[src/rtl/mips_loader_pkg.sv]
// Shared definitions for the program loader: FSM state encoding and stream header width.
package mips_loader_pkg;

    typedef enum logic [2:0] {
        ST_IDLE   = 3'd0,
        ST_LEN_HI = 3'd1,
        ST_LEN_LO = 3'd2,
        ST_DATA   = 3'd3,
        ST_WRITE  = 3'd4,
        ST_DONE   = 3'd5,
        ST_ERROR  = 3'd6
    } state_t;

    localparam int HDR_WIDTH = 16;

endpackage

[src/rtl/word_assembler.sv]
// Packs four serial bytes, most-significant first, into a 32-bit word.
// word_ready_o pulses on the cycle the fourth byte is accepted.
module word_assembler (
    input  logic        clk,
    input  logic        reset,
    input  logic        clear_i,
    input  logic        byte_en_i,
    input  logic [7:0]  byte_i,
    output logic [31:0] word_o,
    output logic        word_ready_o
);

    logic [31:0] r_word;
    logic [1:0]  r_cnt;

    always_ff @(posedge clk) begin
        if (reset || clear_i) begin
            r_word <= '0;
            r_cnt  <= '0;
        end else if (byte_en_i) begin
            r_word <= {r_word[23:0], byte_i};
            r_cnt  <= r_cnt + 2'd1;
        end
    end

    assign word_o       = r_word;
    assign word_ready_o = byte_en_i && (r_cnt == 2'd3);

endmodule

[src/rtl/program_loader.sv]
// Serial program loader: reads a big-endian word count and that many 32-bit words,
// writes them to program memory and holds the CPU in reset while loading.
module program_loader
    import mips_loader_pkg::*;
#(
    parameter int MEMORY_DEPTH = 32,
    parameter int DATA_WIDTH   = 32
) (
    input  logic                  clk,
    input  logic                  reset,
    input  logic                  start_i,
    input  logic [7:0]            byte_i,
    input  logic                  byte_valid_i,
    output logic                  byte_ready_o,
    output logic                  mem_we_o,
    output logic [DATA_WIDTH-1:0] mem_address_o,
    output logic [DATA_WIDTH-1:0] mem_data_o,
    output logic                  cpu_hold_o,
    output logic                  busy_o,
    output logic                  done_o,
    output logic                  error_o
);

    localparam int IDX_W = $clog2(MEMORY_DEPTH) + 1;
    localparam logic [HDR_WIDTH-1:0] DEPTH_L = HDR_WIDTH'(MEMORY_DEPTH);

    state_t                 r_state;
    state_t                 w_next;
    logic [HDR_WIDTH-1:0]   r_len;
    logic [IDX_W-1:0]       r_idx;
    logic [DATA_WIDTH-1:0]  r_last_addr;
    logic [DATA_WIDTH-1:0]  r_last_data;

    logic                   w_xfer;
    logic                   w_clear;
    logic [HDR_WIDTH-1:0]   w_len_full;
    logic [IDX_W-1:0]       w_idx_inc;
    logic [DATA_WIDTH-1:0]  w_addr;
    logic [31:0]            w_word;
    logic                   w_word_ready;

    assign w_xfer     = byte_valid_i && byte_ready_o;
    assign w_len_full = {r_len[15:8], byte_i};
    assign w_idx_inc  = r_idx + 1'b1;
    assign w_addr     = DATA_WIDTH'(r_idx) << 2;
    assign cpu_hold_o = busy_o;

    word_assembler u_asm (
        .clk          (clk),
        .reset        (reset),
        .clear_i      (w_clear),
        .byte_en_i    (w_xfer && (r_state == ST_DATA)),
        .byte_i       (byte_i),
        .word_o       (w_word),
        .word_ready_o (w_word_ready)
    );

    always_ff @(posedge clk) begin
        if (reset) begin
            r_state     <= ST_IDLE;
            r_len       <= '0;
            r_idx       <= '0;
            r_last_addr <= '0;
            r_last_data <= '0;
        end else begin
            r_state <= w_next;
            if (w_clear) begin
                r_idx <= '0;
                r_len <= '0;
            end
            if (r_state == ST_LEN_HI && w_xfer) r_len[15:8] <= byte_i;
            if (r_state == ST_LEN_LO && w_xfer) r_len[7:0]  <= byte_i;
            if (r_state == ST_WRITE) begin
                r_idx       <= w_idx_inc;
                r_last_addr <= w_addr;
                r_last_data <= DATA_WIDTH'(w_word);
            end
        end
    end

    always_comb begin
        w_next        = r_state;
        w_clear       = 1'b0;
        byte_ready_o  = 1'b0;
        busy_o        = 1'b0;
        done_o        = 1'b0;
        error_o       = 1'b0;
        mem_we_o      = 1'b0;
        mem_address_o = r_last_addr;
        mem_data_o    = r_last_data;
        unique case (r_state)
            ST_IDLE, ST_DONE, ST_ERROR: begin
                done_o  = (r_state == ST_DONE);
                error_o = (r_state == ST_ERROR);
                if (start_i) begin
                    w_next  = ST_LEN_HI;
                    w_clear = 1'b1;
                end
            end
            ST_LEN_HI: begin
                byte_ready_o = 1'b1;
                busy_o       = 1'b1;
                if (w_xfer) w_next = ST_LEN_LO;
            end
            ST_LEN_LO: begin
                byte_ready_o = 1'b1;
                busy_o       = 1'b1;
                if (w_xfer) begin
                    if (w_len_full == '0)          w_next = ST_DONE;
                    else if (w_len_full > DEPTH_L) w_next = ST_ERROR;
                    else                           w_next = ST_DATA;
                end
            end
            ST_DATA: begin
                byte_ready_o = 1'b1;
                busy_o       = 1'b1;
                if (w_word_ready) w_next = ST_WRITE;
            end
            ST_WRITE: begin
                busy_o        = 1'b1;
                mem_we_o      = 1'b1;
                mem_address_o = w_addr;
                mem_data_o    = DATA_WIDTH'(w_word);
                // Index compared after increment so the last word finishes the session.
                w_next = (HDR_WIDTH'(w_idx_inc) == r_len) ? ST_DONE : ST_DATA;
            end
            default: w_next = ST_IDLE;
        endcase
    end

endmodule

[config.mk]
export PLATFORM = sky130hd
export DESIGN_NAME = program_loader
export DESIGN_NICKNAME = d
export VERILOG_FILES = /design/src/rtl/mips_loader_pkg.sv /design/src/rtl/word_assembler.sv /design/src/rtl/program_loader.sv
export SDC_FILE = /design/constraint.sdc
export NUM_CORES = 1
export LEC_CHECK = 0
export BUFFER_PORTS_ARGS = -buffer_cell sky130_fd_sc_hd__buf_2
export CAP_MARGIN = 20
export CORE_MARGIN = 2
export CORE_UTILIZATION = 55
export CTS_CLUSTER_SIZE = 12
export DETAILED_ROUTE_END_ITERATION = 7
export PLACE_DENSITY_LB_ADDON = 0.08
export SYNTH_ARGS = -nofsm -noshare
export SYNTH_HDL_FRONTEND = slang
export SYNTH_SLANG_ARGS = --single-unit
[constraint.sdc]
create_clock -name clk -period 5.4 [get_ports clk]
set_input_delay 1.08 -clock clk [delete_from_list [all_inputs] [get_ports clk]]
set_output_delay 1.08 -clock clk [all_outputs]
set_load 0.03 [all_outputs]
# Yosys cells after proc, flatten, opt, wreduce, memory -nomap -nowiden
# Cells that the tools add are included.
# classes
magnitude_cmp,1
eq_ne,12
n_reduce_logical,15
n_mux,22
n_addsub,2
# op_table
cell,n
32-bit 2-to-1 mux,2
3-bit 2-to-1 mux,7
6-bit by 16-bit equality test with 1-bit output,1
"16-bit by 6-bit greater-than comparator with 1-bit output, second input constant",1
16-bit logical NOT,1
16-bit 2-to-1 mux,1
8-bit 2-to-1 mux,2
3-bit one-hot mux with 5 select lines,1
6-bit 2-to-1 mux,2
"3-bit equality test, second input constant",3
1-bit 2-to-1 mux,7
"6-bit by 1-bit adder with 6-bit output, second input constant",1
"3-bit by 2-bit equality test with 1-bit output, second input constant",2
"2-bit != test, second input constant",3
2-bit nonzero test,3
3-bit OR reduction,2
1-bit logical AND,5
4-bit AND reduction,1
4-bit OR reduction,1
"3-bit by 1-bit equality test with 1-bit output, second input constant",1
3-bit logical NOT,1
"2-bit by 1-bit adder with 2-bit output, second input constant",1
"2-bit equality test, second input constant",1
"2-bit by 1-bit != test with 1-bit output, second input constant",1
1-bit logical OR,1
# totals
out_inout_bits,70
register_bits,123
input_bits,12
word_cells,60

# Longest topological paths before layout
# Gate-level depths: netlist (run 1).
# depth
depth_word,8
depth_mapped,8
ltp_nobuf,7

# Modules after synthesis
# A second synthesis (run 1) with hierarchy kept.
# hier_totals
hier_cells,573
area_unflattened_um2,4936.0
# modules_own_cells
module,seq_area_each_um2,area_each_um2,cells_each,instances
program_loader,1781.7,3659.8,460,1
word_assembler,680.7,1276.2,113,1

# Worst setup path before layout (run 1)
# No wires, ideal clock.
# synth_timing
path_kind,register to output
start,reg r_state[0]
end,out mem_address_o[2]
slack_ns,2.790
n_path_buf,2
stages_incl_launch_ff,8
required_time_ns,4.320
arrival_time_ns,1.530
cell_sequence,dfxtp_1 buf_4 nor2_2 nand2_2 inv_2 buf_2 nand2_1 nand2_1
# synth_via
elab_chain_cells,2
# synth_lines
item,line,text
start: declaration,program_loader.sv:27,state_t r_state;
start signal: assignment,program_loader.sv:66,r_state <= w_next;
3-bit equality test,program_loader.sv:91,unique case (r_state)
32-bit 2-to-1 mux,program_loader.sv:91,
end: declaration,program_loader.sv:16,"output logic [DATA_WIDTH-1:0] mem_address_o,"
# No other way between the ends.

# Final worst setup path (run 1)
# layout_timing
start,reg r_state[0]
end,out mem_data_o[28]
# layout_via
elab_chain_cells,2
# layout_lines
item,line,text
3-bit equality test,program_loader.sv:91,
32-bit 2-to-1 mux,program_loader.sv:91,
end: declaration,program_loader.sv:17,"output logic [DATA_WIDTH-1:0] mem_data_o,"
# No other way between the ends.

==> flow_metrics.tcl, run 1 <==
set metrics [dict create \
    pin_count 82 \
    max-cap-violations 0 \
    hpwl_mm 6.919 \
    fin_total_pwr_mw 2.394 \
    path_max_fanout 44 \
    p_leak_nw 2.591 \
    synth_top_area_cell "dfxtp_1" \
    wl_mm 10.77 \
    final_common_cell "nand2_1" \
    grt_pass1_vias 3900 \
    fin_util_pct 67.32 \
    cp-start-kind "flop" \
    area.growth.synth_to_final_pct 19.41 \
    fillers 767 \
    postCtsResizedCells 0 \
    antenna_found_initial 0 \
    grt_util_all_layers_pct 22.50 \
    synth.area.top_cells "dfxtp_1, nand2_1, a21oi_1" \
    wl_per_cell_um 13.63 \
    place_area_um2 5275 \
    synth_cells 602 \
    syn_area_per_cell_um2 8.127 \
    portBuffers 81 \
    layout.cells.non_filler 790 \
    clk_latency_ns 0.51 \
    synth_top_area_share_pct 50.33 \
    ys_ff_latch 123 \
    critPathSlowestCell "inv_2" \
    drt_iter0_drc 237 \
    worstPathCellList "nor2_2 -> nand2_2 -> inv_2 -> nand2_1 -> nand2_1 -> buf_2" \
    die_y_um 98.31 \
    post-place-cells 758 \
    critPathKind "reg2out" \
    cts_tree "yes" \
    hold_violations 0 \
    yosys.cell_types.count 44 \
    fin_area_um2 5842 \
    core_area_um2 8678 \
    post-route-period-util_pct 73.39 \
    gr-total-overflow 0 \
    multi_input_area_um2 2212 \
    timing.critical_path.required_ns 4.32 \
    ys_seq_area_share_pct 50.33 \
    gp_congestion 0.8802 \
    clock_skew_ns 0.007027 \
    vias 4165 \
    final_cell_mix "nand2_1, dfxtp_1, buf_2, a21oi_1, nor2_1" \
    setup_viol 0 \
    die-area_um2 9665 \
    yosys_warnings 0 \
    hold_path_class "reg2reg" \
    diodes 0 \
    ys.flop_type "dfxtp_1" \
    grt_pass1_wl_mm 17.70 \
    synth_nets 616 \
    nNetsFinal 683 \
    seq_area_um2 2462 \
    dr.pass1.iters 5 \
    peakVddDrop_uv 427.9 \
    cts-hold-fix-buffers 0 \
    drc 0 \
    max_freq_mhz 252.3 \
    post_cts_buffers 0 \
    drv_slew 0 \
    cp.arrival_ns 2.88 \
    fin_tns_setup_ns 0 \
    grt_max_degree 49 \
    cts.clk_slew.worst_paths_ns 0.06 \
    slowest_delay_ns 0.71 \
    cts_buffer_depth 2 \
    htreeDepth 4 \
    rsz0062_at_grt "false" \
    ant_nets 0 \
    cts_root_buf "clkbuf_8" \
    die_x_um 98.31 \
    clkSinkCount 123 \
    critPathCaptureType "output port" \
    run_status "complete, no violations" \
    synth_edf_count 0 \
    initial_core_util_pct 56.37 \
    cts_made_buffers 17 \
    p_per_area_nw_per_um2 409.9 \
    critPathMostFrequentCell "nand2_1" \
    core.rowCount 34 \
    drive_gt1_share_pct 19.94 \
    syn_area_um2 4892 \
    ys_async_sr_fraction_pct 0 \
    viasPerCell 5.272 \
    slew_headroom_pct 41.94 \
    worst_pin_slew_ns 0.8709 \
    layout_min_cycle_time_ns 3.963 \
]
[flip-flops by register name, indices dropped and copies added, names as in the netlist]
signal        cells
r_last_addr      32
r_len            16
u_asm.word_o     32
r_state           3
r_idx             6
u_asm.r_cnt       2
r_last_data      32
[power by group]
part	switching (mW)	internal, mW
Combinational	0.255	0.112
Clock	0.427	0.632
Sequential	0.0385	0.930
Total	0.720	1.67
[critical path: cells and delay by family (launching register included)]
kind          cells  cell delay [ns]
buf+inv           2             0.91
simple gates      4             1.00
flops             1             0.43
[final timing paths]
kind	slack [ns]	end	depth (start not counted)	startpoint
min reg2reg	0.46	u_asm.word_o[30]	2	u_asm.word_o[30]
max	1.44	mem_data_o[28]	6	r_state[0]
min	0.46	u_asm.word_o[30]	2	u_asm.word_o[30]
max reg2reg	3.05	r_idx[4]	6	r_state[1]
[layer usage]
| layer | wire, µm | share of wire [%] | track usage [%] | up-vias |
|---|---|---|---|---|
| li1 | - | - | - | 2111 |
| met1 | 4794 | 45 | 28.55 | 1927 |
| met2 | 5342 | 50 | 37.89 | 113 |
| met3 | 510 | 4.7 | 4.724 | 14 |
| met4 | 121 | 1.1 | 8.219 | 0 |
| met5 | 0 | 0 | 0 | - |
[synth_stat cells, types with 3 or more instances]
cell,count
nand2_1,184
nor2_1,32
and2_1,27
dfxtp_1,123
buf_6,3
a21oi_2,9
inv_1,5
nand2b_1,3
a21o_1,4
buf_4,3
a21oi_1,69
a22oi_1,17
buf_2,14
nor3_1,7
nor4_1,7
and3_1,3
o31ai_1,3
nor2b_1,28
xnor2_1,8
clkbuf_1,17
xor2_1,3
nor2_2,4
nand3_1,4
[cells by family (layout without fill, tap and decap cells)]
| logic type | Yosys count | in the layout | synth area share (%) |
|---|---|---|---|
| DFF | 123 | 123 | 50.33 |
| muxes | 2 | 2 | 0.4092 |
| xor gates and xnor gates | 11 | 11 | 1.969 |
| and+or+nand+nor | 306 | 306 | 27.95 |
| AOI/OAI and AO/OA | 113 | 113 | 14.17 |
| adders and majority gates | 3 | 3 | 0.7160 |
| buffers and inverters | 44 | 124 | 4.450 |
[layout make-up]
class	count	share of cell area (%)
clock buffers	18	7.325
clock inverters	14	2.377
flip-flops and latches	123	42.15
multi-input cells	435	37.87
well taps	108	2.313
inverters	6	0.3855
repair buffers	86	7.582
[metrics by stage]
stage	setup slack, ns	hold slack (ns)
after floorplan	2.790	0.4340
after global placement	2.017	0.4461
after detailed placement	1.957	0.4512
after CTS	1.393	0.4604
after global routing	1.166	0.4766
final	1.437	0.4611
Power figures use the tool's default switching activity.
==> run 2: changes to the inputs <==
- clock period: 5.4 -> 4 ns (I/O delays scaled with it)
==> run 2 against run 1 <==
Non-clock buffer count increased by 1. Sequential cell count did not move. Setup slack lost 0.64 ns. Register-to-register slack worse by 1.1 ns. Power is 34% higher. Sequential power is 35% higher. Critical path type unchanged. Critical endpoint is now mem_data_o[4].
==> flow_metrics.tcl, run 2 (synthesis gave the netlist of run 1 again) <==
set metrics [dict create \
    vias 4170 \
    drive_gt1_share_pct 19.91 \
    gr-total-overflow 0 \
    hold_violations 0 \
    cts_tree "yes" \
    cp-start-kind "flop" \
    reg2reg_depth 6 \
    dr.pass1.iters 5 \
    fin_tns_setup_ns 0 \
    run_status "complete, no violations" \
    diodes 0 \
    min-delay-start "u_asm.word_o[27]" \
    area.growth.synth_to_final_pct 19.31 \
    pre_cts_ws_ns 1.323 \
    core.rowCount 34 \
    post_cts_buffers 0 \
    p_leak_nw 2.583 \
    hold_path_class "reg2reg" \
    pin_count 82 \
    clock_skew_ns 0.007953 \
    setup_viol 0 \
    core_area_um2 8678 \
    slew_headroom_pct 41.44 \
    rsz0062_at_grt "false" \
    die-area_um2 9665 \
    critPathKind "reg2out" \
    layout_min_cycle_time_ns 3.206 \
    max-cap-violations 0 \
    timing.critical_path.required_ns 3.20 \
    htreeDepth 4 \
    max_freq_mhz 311.9 \
    grt_util_all_layers_pct 23.22 \
    cts.clk_slew.worst_paths_ns 0.06 \
    worstPathCellList "nor2_2 -> nand2_2 -> buf_4 -> nand2_1 -> nand2_1 -> buf_2" \
    portBuffers 81 \
    fin_util_pct 67.26 \
    gp_congestion 0.9302 \
    critPathMostFrequentCell "nand2_1" \
    peakVddDrop_uv 772.3 \
    postCtsResizedCells 0 \
    initial_core_util_pct 56.37 \
    crit_buf_inv 2 \
    crit-reg2reg-launch "r_state[1]" \
    nNetsFinal 684 \
    cp.arrival_ns 2.41 \
    cts_made_buffers 17 \
    die_x_um 98.31 \
    min_to "u_asm.word_o[27]" \
    hold_depth 2 \
    viasPerCell 5.272 \
    clk_latency_ns 0.51 \
    worst_pin_slew_ns 0.8785 \
    cts_buffer_depth 2 \
    worst-path-stages 6 \
    drc 0 \
    slowest_delay_ns 0.60 \
    cts-hold-fix-buffers 0 \
    critPathCaptureType "output port" \
    hpwl_mm 6.929 \
    fin_total_pwr_mw 3.216 \
    critPathSlowestCell "dfxtp_1" \
    rrSetupSlack_ns 1.98 \
    grt_pass1_wl_mm 18.37 \
    clkSinkCount 123 \
    drv_slew 0 \
    wl_per_cell_um 13.75 \
    fin_area_um2 5837 \
    p_per_area_nw_per_um2 551.1 \
    grt_max_degree 72 \
    layout_setup_ws_ns 0.7936 \
    grt_pass1_vias 3998 \
    path_max_fanout 71 \
    cts_root_buf "clkbuf_8" \
    regToRegEndpoint "u_asm.word_o[8]" \
    wl_mm 10.88 \
    crit_family "buffers and inverters" \
    drt_iter0_drc 233 \
    die_y_um 98.31 \
    final_cell_mix "nand2_1, dfxtp_1, buf_2, a21oi_1, nor2_1" \
    antenna_found_initial 0 \
    post-route-period-util_pct 80.16 \
    final_common_cell "nand2_1" \
    ant_nets 0 \
    place_area_um2 5283 \
]
-- run 2: changes by cell type in the layout (fill, tap and decap cells not counted), sizes merged --
cell      previous run  this run
inv                 11        12
clkinvlp             3         5
buf                 86        87
clkinv               5         2
-- run 2: worst max-delay path by stage --
| stage | to | slack (ns) | from |
|---|---|---|---|
| 2_1_floorplan | mem_address_o[2] | 1.67 | r_state[0] |
| 3_3_place_gp | mem_address_o[29] | 1.40 | r_state[1] |
| 3_5_place_dp | mem_data_o[26] | 1.32 | r_state[1] |
| 4_1_cts | mem_data_o[26] | 0.77 | r_state[1] |
| 5_1_grt | mem_data_o[26] | 0.56 | r_state[1] |
| 6_report | mem_data_o[4] | 0.79 | r_state[1] |
-- run 2: metrics by stage --
step / hold slack [ns] / std cells
after global placement: 0.4456 / 759
after CTS: 0.4561 / 791
final: 0.4544 / 791
after floorplan: 0.4340 / 602
after detailed placement: 0.4471 / 759
after global routing: 0.4861 / 791
-- run 2: area by class of cell --
type,count,area (µm²)
flip-flops and latches,123,2462
repair buffers,87,450.4
well taps,108,135.1
multi-input cells,435,2212
fillers,763,2841
clock buffers,18,417.9
clock inverters,14,136.4
inverters,6,22.52
-- run 2: power by group --
part | total, mW | internal [mW] | switching, mW
combinational | 0.497 | 0.152 | 0.345
clock | 1.41 | 0.835 | 0.575
sequential | 1.31 | 1.26 | 0.0532
-- run 2: metal layers --
metal / vias up / GRT usage [%] / share of wire [%]
li1: 2111 / - / -
met3: 16 / 4.510 / 4.9
met5: - / 0 / 0
met1: 1932 / 30.57 / 46
met4: 0 / 8.535 / 1.5
met2: 111 / 38.10 / 48
-- run 2: worst register-to-register path: stages, from the launching register on --
cell and delay (ns):
dfxtp_1 0.60, xor2_1 0.23, a21oi_1 0.11, nor2_1 0.27, or2_1 0.20, buf_4 0.38
a21oi_1 0.10
